**src/rtl/button_conditioner_if.sv**
```systemverilog
// ---------------------------------------------------------------------------
// button_conditioner_if
//   Bundles the raw pushbutton inputs and the conditioned outputs of the
//   stopwatch button front end.
//
//   Signals (all 1 bit):
//     start_stop_raw, hold_raw : raw active-low pushbuttons (driven by master)
//     start_stop, hold         : debounced active-low levels
//     start_stop_press         : one-cycle pulse on a debounced press
//     hold_press               : one-cycle pulse on a debounced press
//     run                      : toggles on each start/stop press
//     clear_req                : one-cycle long-press pulse
//
//   Modports:
//     master : drives the raw buttons, observes the conditioned outputs
//     slave  : the conditioner itself
// ---------------------------------------------------------------------------
interface button_conditioner_if;
  logic start_stop_raw;
  logic hold_raw;
  logic start_stop;
  logic hold;
  logic start_stop_press;
  logic hold_press;
  logic run;
  logic clear_req;

  modport master (
    output start_stop_raw, hold_raw,
    input  start_stop, hold, start_stop_press, hold_press, run, clear_req
  );

  modport slave (
    input  start_stop_raw, hold_raw,
    output start_stop, hold, start_stop_press, hold_press, run, clear_req
  );
endinterface

```
**src/rtl/button_conditioner.sv**
```systemverilog
// ---------------------------------------------------------------------------
// button_conditioner
//   Front end for the stopwatch buttons. Each raw active-low button is
//   synchronised (2 flops), debounced (counter + registered stable level) and
//   turned into a clean level plus a one-cycle press pulse. A start/stop press
//   toggles the run level. With BUTTON_LONG_PRESS_EN defined, holding
//   start/stop for LONG_PRESS_CYCLES after its press raises a single
//   clear_req pulse and forces run low; otherwise clear_req is tied 0.
//
//   Parameters:
//     DEBOUNCE_CYCLES   : cycles a synchronised input must stay constant (>= 2)
//     LONG_PRESS_CYCLES : long-press duration, must exceed DEBOUNCE_CYCLES
//
//   Ports:
//     CLK_50MHz : clock
//     reset_n   : asynchronous active-low reset
//     btn       : button_conditioner_if.slave (raw inputs, conditioned outputs)
// ---------------------------------------------------------------------------
module button_conditioner #(
  parameter int DEBOUNCE_CYCLES   = 1000000,
  parameter int LONG_PRESS_CYCLES = 100000000
) (
  input  logic                CLK_50MHz,
  input  logic                reset_n,
  button_conditioner_if.slave btn
);

  localparam int              DB_W   = $clog2(DEBOUNCE_CYCLES);
  localparam logic [DB_W-1:0] DB_MAX = DB_W'(DEBOUNCE_CYCLES - 1);

  // Reject configurations the debounce/long-press timing cannot honour.
  if (DEBOUNCE_CYCLES < 2 || LONG_PRESS_CYCLES <= DEBOUNCE_CYCLES) begin : g_bad_cfg
    $error("button_conditioner: illegal DEBOUNCE_CYCLES / LONG_PRESS_CYCLES");
  end

  // Channel 0 = start/stop, channel 1 = hold.
  logic [1:0] raw_w;
  logic [1:0] level_w;
  logic [1:0] press_w;
  logic       ss_fall;

  assign raw_w = {btn.hold_raw, btn.start_stop_raw};

  genvar gi;
  generate
    for (gi = 0; gi < 2; gi++) begin : g_ch
      logic            sync1_reg;
      logic            sync2_reg;
      logic            level_reg;
      logic            press_reg;
      logic [DB_W-1:0] cnt_reg;
      logic            accept;
      logic            fall;

      // The synchronised value has differed for DEBOUNCE_CYCLES evaluations
      // in a row; >= keeps the counter saturating rather than wrapping.
      assign accept = (sync2_reg != level_reg) && (cnt_reg >= DB_MAX);
      // Press = accepted change while the stable level is still released.
      assign fall   = accept && level_reg;

      always_ff @(posedge CLK_50MHz or negedge reset_n) begin
        if (!reset_n) begin
          sync1_reg <= 1'b1;
          sync2_reg <= 1'b1;
          level_reg <= 1'b1;
          press_reg <= 1'b0;
          cnt_reg   <= '0;
        end else begin
          sync1_reg <= raw_w[gi];
          sync2_reg <= sync1_reg;
          press_reg <= fall;
          if (sync2_reg == level_reg) begin
            cnt_reg <= '0;
          end else if (accept) begin
            level_reg <= sync2_reg;
            cnt_reg   <= '0;
          end else begin
            cnt_reg <= cnt_reg + 1'b1;
          end
        end
      end

      assign level_w[gi] = level_reg;
      assign press_w[gi] = press_reg;
    end
  endgenerate

  // The long-press timer starts on the same edge the press pulse is
  // registered, so clear_req lands exactly LONG_PRESS_CYCLES edges later.
  assign ss_fall = g_ch[0].fall;

  logic run_reg;

`ifdef BUTTON_LONG_PRESS_EN
  localparam int              LP_W   = $clog2(LONG_PRESS_CYCLES + 1);
  localparam logic [LP_W-1:0] LP_MAX = LP_W'(LONG_PRESS_CYCLES - 1);

  localparam logic [1:0] ST_IDLE   = 2'd0;
  localparam logic [1:0] ST_TIMING = 2'd1;
  localparam logic [1:0] ST_FIRED  = 2'd2;

  logic [1:0]      state_reg;
  logic [LP_W-1:0] lp_cnt_reg;
  logic            clear_reg;

  always_ff @(posedge CLK_50MHz or negedge reset_n) begin
    if (!reset_n) begin
      state_reg  <= ST_IDLE;
      lp_cnt_reg <= '0;
      clear_reg  <= 1'b0;
      run_reg    <= 1'b0;
    end else begin
      clear_reg <= 1'b0;
      if (ss_fall) begin
        run_reg <= ~run_reg;
      end
      case (state_reg)
        ST_IDLE: begin
          if (ss_fall) begin
            state_reg  <= ST_TIMING;
            lp_cnt_reg <= '0;
          end
        end
        ST_TIMING: begin
          if (level_w[0]) begin
            state_reg <= ST_IDLE;
          end else if (lp_cnt_reg >= LP_MAX) begin
            // Fire once; FIRED waits for release so a held button cannot
            // retrigger. Forcing run low takes priority over any toggle.
            state_reg <= ST_FIRED;
            clear_reg <= 1'b1;
            run_reg   <= 1'b0;
          end else begin
            lp_cnt_reg <= lp_cnt_reg + 1'b1;
          end
        end
        ST_FIRED: begin
          if (level_w[0]) begin
            state_reg <= ST_IDLE;
          end
        end
        default: state_reg <= ST_IDLE;
      endcase
    end
  end

  assign btn.clear_req = clear_reg;
`else
  always_ff @(posedge CLK_50MHz or negedge reset_n) begin
    if (!reset_n) begin
      run_reg <= 1'b0;
    end else if (ss_fall) begin
      run_reg <= ~run_reg;
    end
  end

  assign btn.clear_req = 1'b0;
`endif

  assign btn.start_stop       = level_w[0];
  assign btn.hold             = level_w[1];
  assign btn.start_stop_press = press_w[0];
  assign btn.hold_press       = press_w[1];
  assign btn.run              = run_reg;

endmodule

```
**src/flat_wrapper.sv**
```systemverilog
// flat-port wrapper written by rule: the top's interface ports become plain ports
module button_conditioner_flat 
#(
  parameter int DEBOUNCE_CYCLES   = 1000000,
  parameter int LONG_PRESS_CYCLES = 100000000
)
  (CLK_50MHz, reset_n, btn_start_stop_raw, btn_hold_raw, btn_start_stop, btn_hold, btn_start_stop_press, btn_hold_press, btn_run, btn_clear_req);
  button_conditioner_if btn_i ();
  input  logic CLK_50MHz;
  input  logic reset_n;
  input wire logic [$bits(btn_i.start_stop_raw)-1:0] btn_start_stop_raw;
  input wire logic [$bits(btn_i.hold_raw)-1:0] btn_hold_raw;
  output wire logic [$bits(btn_i.start_stop)-1:0] btn_start_stop;
  output wire logic [$bits(btn_i.hold)-1:0] btn_hold;
  output wire logic [$bits(btn_i.start_stop_press)-1:0] btn_start_stop_press;
  output wire logic [$bits(btn_i.hold_press)-1:0] btn_hold_press;
  output wire logic [$bits(btn_i.run)-1:0] btn_run;
  output wire logic [$bits(btn_i.clear_req)-1:0] btn_clear_req;
  assign btn_i.start_stop_raw = btn_start_stop_raw;
  assign btn_i.hold_raw = btn_hold_raw;
  assign btn_start_stop = btn_i.start_stop;
  assign btn_hold = btn_i.hold;
  assign btn_start_stop_press = btn_i.start_stop_press;
  assign btn_hold_press = btn_i.hold_press;
  assign btn_run = btn_i.run;
  assign btn_clear_req = btn_i.clear_req;
  button_conditioner #(.DEBOUNCE_CYCLES(DEBOUNCE_CYCLES), .LONG_PRESS_CYCLES(LONG_PRESS_CYCLES)) u_core (.CLK_50MHz(CLK_50MHz), .reset_n(reset_n), .btn(btn_i));
endmodule
```
**config.mk**
```make
export PLATFORM = sky130hd
export DESIGN_NAME = button_conditioner_flat
export DESIGN_NICKNAME = d
export VERILOG_FILES = /design/src/rtl/button_conditioner_if.sv /design/src/rtl/button_conditioner.sv /design/src/flat_wrapper.sv
export SDC_FILE = /design/constraint.sdc
export NUM_CORES = 1
export LEC_CHECK = 0
export ABC_AREA = 0
export CAP_MARGIN = 20
export CORE_ASPECT_RATIO = 1.2
export CORE_MARGIN = 2
export CORE_UTILIZATION = 45
export CTS_CLUSTER_SIZE = 10
export DETAILED_ROUTE_END_ITERATION = 16
export PLACE_DENSITY = 0.68
export SLEW_MARGIN = 20
export SYNTH_ARGS = -nofsm -noshare
export SYNTH_HDL_FRONTEND = slang
export SYNTH_SLANG_ARGS = --single-unit
```
**constraint.sdc**
```tcl
create_clock -name CLK_50MHz -period 2.2 [get_ports CLK_50MHz]
set_input_delay 0.33 -clock CLK_50MHz [delete_from_list [all_inputs] [get_ports CLK_50MHz]]
set_output_delay 0.33 -clock CLK_50MHz [all_outputs]
set_load 0.05 [all_outputs]
```
==> results.yml <==
logic_synthesis:
  ys.flop_type: "dfrtp_1"
  ys_ff_latch: 49
  netlist_instances: 242
  synth_edf_count: 0
  yosysWarnings: 0
  synth_nets: 248
  syn_area_um2: 2490
  syn_area_per_cell_um2: 10.3
  ys_async_sr_fraction: 1.00
  ys_top_cells_by_area: "dfrtp_1, dfstp_2, xor2_1, nor2_1, and4_1"
  seq_area_frac_synth: 0.495
  synth_cell_type_count: 48
  synth_top_area_share: 0.432
  synth.largest_area_cell: "dfrtp_1"
detailed_routing:
  wl_per_cell_um: 13.4
  drt_iter0_markers: 48
  drc: 0
  ant_nets: 0
  vias_per_cell: 5.50
  first_pass_iters: 4
  dr_total_vias: 1759
  wl_mm: 4.30
clocking:
  cts_setup_buffers: 0
  clk_pin_slew_ns: 0.08
  cts_max_level: 2
  clock_path_buffers: 2
  cts_root_buf: "clkbuf_8"
  cts_tree: "done"
  clk_latency_ns: 0.30
  numCtsBuffers: 5
  cts_num_sinks: 49
floorplanning:
  rows: 29
  start_util: 0.470
  core_um2: 5300
  die_area_um2: 6150
  die_y_um: 85.5
  fp.dieW_um: 71.9
  io-pin-count: 10
worst_setup_path:
  critPathRequiredTime_ns: 1.87
  crit_family: "buffers and inverters"
  timing.rr.end: "u_core.btn.start_stop"
  path_class: "flip-flop to output pin"
  regToRegStartpoint: "u_core.g_ch[0].cnt_reg[0]"
  cp-end-kind: "output pin"
  max_stage_delay_ns: 0.81
  critPathArrivalTime_ns: 1.69
  rrSetupSlack_ns: 0.19
  path_buf_inv: 1
  startpoint_type: "flip-flop"
  worst_path_max_delay_cell: "clkdlybuf4s50_1"
  critPathMaxFanout: 5
  r2r_cells: 5
  path_cells: "clkdlybuf4s50_1"
sta:
  fin_setup_tns_ns: 0
  rsz0062_at_grt: "no"
  hold_viol_final: 0
  setup_viol_count_final: 0
  fmax_mhz: 495
  finClkSkew_ns: 0.00525
  tightest_slew_ns: 0.499
  layout_min_cycle_time_ns: 2.02
  finalCritPeriodShare: 0.918
  slew_viol_final: 0
  slew_headroom: 0.667
layout:
  fin_cells: 320
  diodes: 0
  synthToLayoutAreaGrowth_pct: 11.7
  finish.utilization: 0.525
  design_area_um2: 2780
  fill_cells: 482
  drive_gt1_frac: 0.143
  multi_input_area_um2: 1190
  seq_area_um2: 1230
  largest_reg_flops: 40
  nets: 263
hold_path:
  hold_depth: 0
  min_from: "u_core.g_ch[1].sync1_reg"
  hp-class: "flip-flop to flip-flop"
  hold_path_end: "u_core.g_ch[1].sync2_reg"
global_routing:
  grt.busiest_layer: "met2"
  grt_overflow: 0
  met2_usage: 0.242
  grt_pass1_wl_mm: 7.43
  track_usage: 0.154
  antenna_found_initial: 0
  grtUsageMet1: 0.200
  use_met3: 0.0380
  grt_max_degree: 23
  grt_pass1_vias: 1644
power:
  p_leak_nw: 1.14
  p_per_area_nw_per_um2: 562
  finalPower_mw: 1.56
  irDropWorstVdd_mv: 0.383
run:
  cap_viol_max_count: 0
placement:
  port_buffers: 8
  placed_area_um2: 2660
  detailed_place_hpwl_mm: 3.07
  dp.cells: 311
  gp_congestion: 0.815
outcome:
  status: "finished clean"
==> cell type report <==
class | instances | area share
flip-flops and latches | 49 | 0.444
inverters | 7 | 0.00945
clock inverters | 1 | 0.00180
multi-input cells | 178 | 0.428
well taps | 62 | 0.0279
clock buffers | 7 | 0.0347
repair buffers | 16 | 0.0540
==> per-stage QoR <==
step / hold slack [ns] / setup WS, ns
final: 0.359 / 0.181
after floorplan: 0.0344 / 0.286
after global placement: 0.312 / 0.208
after CTS: 0.361 / 0.165
after global routing: 0.362 / 0.0350
after detailed placement: 0.316 / 0.187
==> where the power goes <==
group          leakage, nW  internal, mW  total [mW]  switching, mW
Combinational        0.426        0.0248      0.0681         0.0433
Clock               0.0542         0.284       0.566          0.281
Sequential           0.659         0.916       0.928         0.0119
==> cells by family after synthesis <==
| kind of cell | after synthesis | synth area share |
|---|---|---|
| multiplexers | 2 | 0.0100 |
| adder cells (fa/ha/maj) | 2 | 0.0100 |
| AO/OA/AOI/OAI | 38 | 0.116 |
| AND/OR/NAND/NOR | 108 | 0.242 |
| XOR/XNOR | 27 | 0.0950 |
| buffers and inverters | 15 | 0.0297 |
| flip-flops | 49 | 0.495 |
| other | 1 | 0.00151 |
==> cell usage after synthesis (all sizes together) (3+ instances only) <==
| master | instances |
|---|---|
| nor2 | 30 |
| xor2 | 18 |
| dfstp | 6 |
| dfrtp | 43 |
| o211ai | 4 |
| and3 | 3 |
| nand2 | 11 |
| o21ai | 14 |
| or3 | 11 |
| nand4 | 11 |
| o21a | 3 |
| nor3 | 6 |
| xnor2 | 9 |
| buf | 4 |
| inv | 7 |
| and4 | 10 |
| a21oi | 10 |
| clkbuf | 4 |
| nand3 | 14 |
==> layout by cell type (no fill, tap or decap), drive strengths merged, types with 9 or more instances in the layout <==
master | synthesis | routed
nor2 | 30 | 30
dfrtp | 43 | 43
nand2 | 11 | 11
xnor2 | 9 | 9
nand4 | 11 | 11
nand3 | 14 | 14
o21ai | 14 | 14
xor2 | 18 | 18
or3 | 11 | 11
and4 | 10 | 10
a21oi | 10 | 10
==> layer usage <==
layer / up-vias / part of all wire
li1: 892 / -
met1: 843 / 0.49
met2: 16 / 0.47
met3: 8 / 0.021
met4: 0 / 0.018
met5: - / 0
==> worst max path at each step <==
stage	start	to	slack, ns	cells past startpoint
after floorplan	u_core.g_ch[0].cnt_reg[0]	u_core.btn.start_stop	0.29	6
after global placement	u_core.g_ch[0].cnt_reg[0]	u_core.btn.start_stop	0.21	5
after detailed placement	u_core.g_ch[1].cnt_reg[0]	u_core.g_ch[1].cnt_reg[9]	0.19	6
after CTS	u_core.btn.hold	btn_hold	0.17	1
after global routing	u_core.g_ch[1].cnt_reg[0]	u_core.g_ch[1].cnt_reg[9]	0.04	6
final	u_core.btn.hold	btn_hold	0.18	1
==> timing repair <==
action / in CTS / in global routing
hold buffers: 1 / 0
resized for setup: 0 / 1
endpoints found under the setup margin: 0 / 4
endpoints found under the hold margin: 20 / 0
No activity file was read; power rests on OpenSTA's default activity.
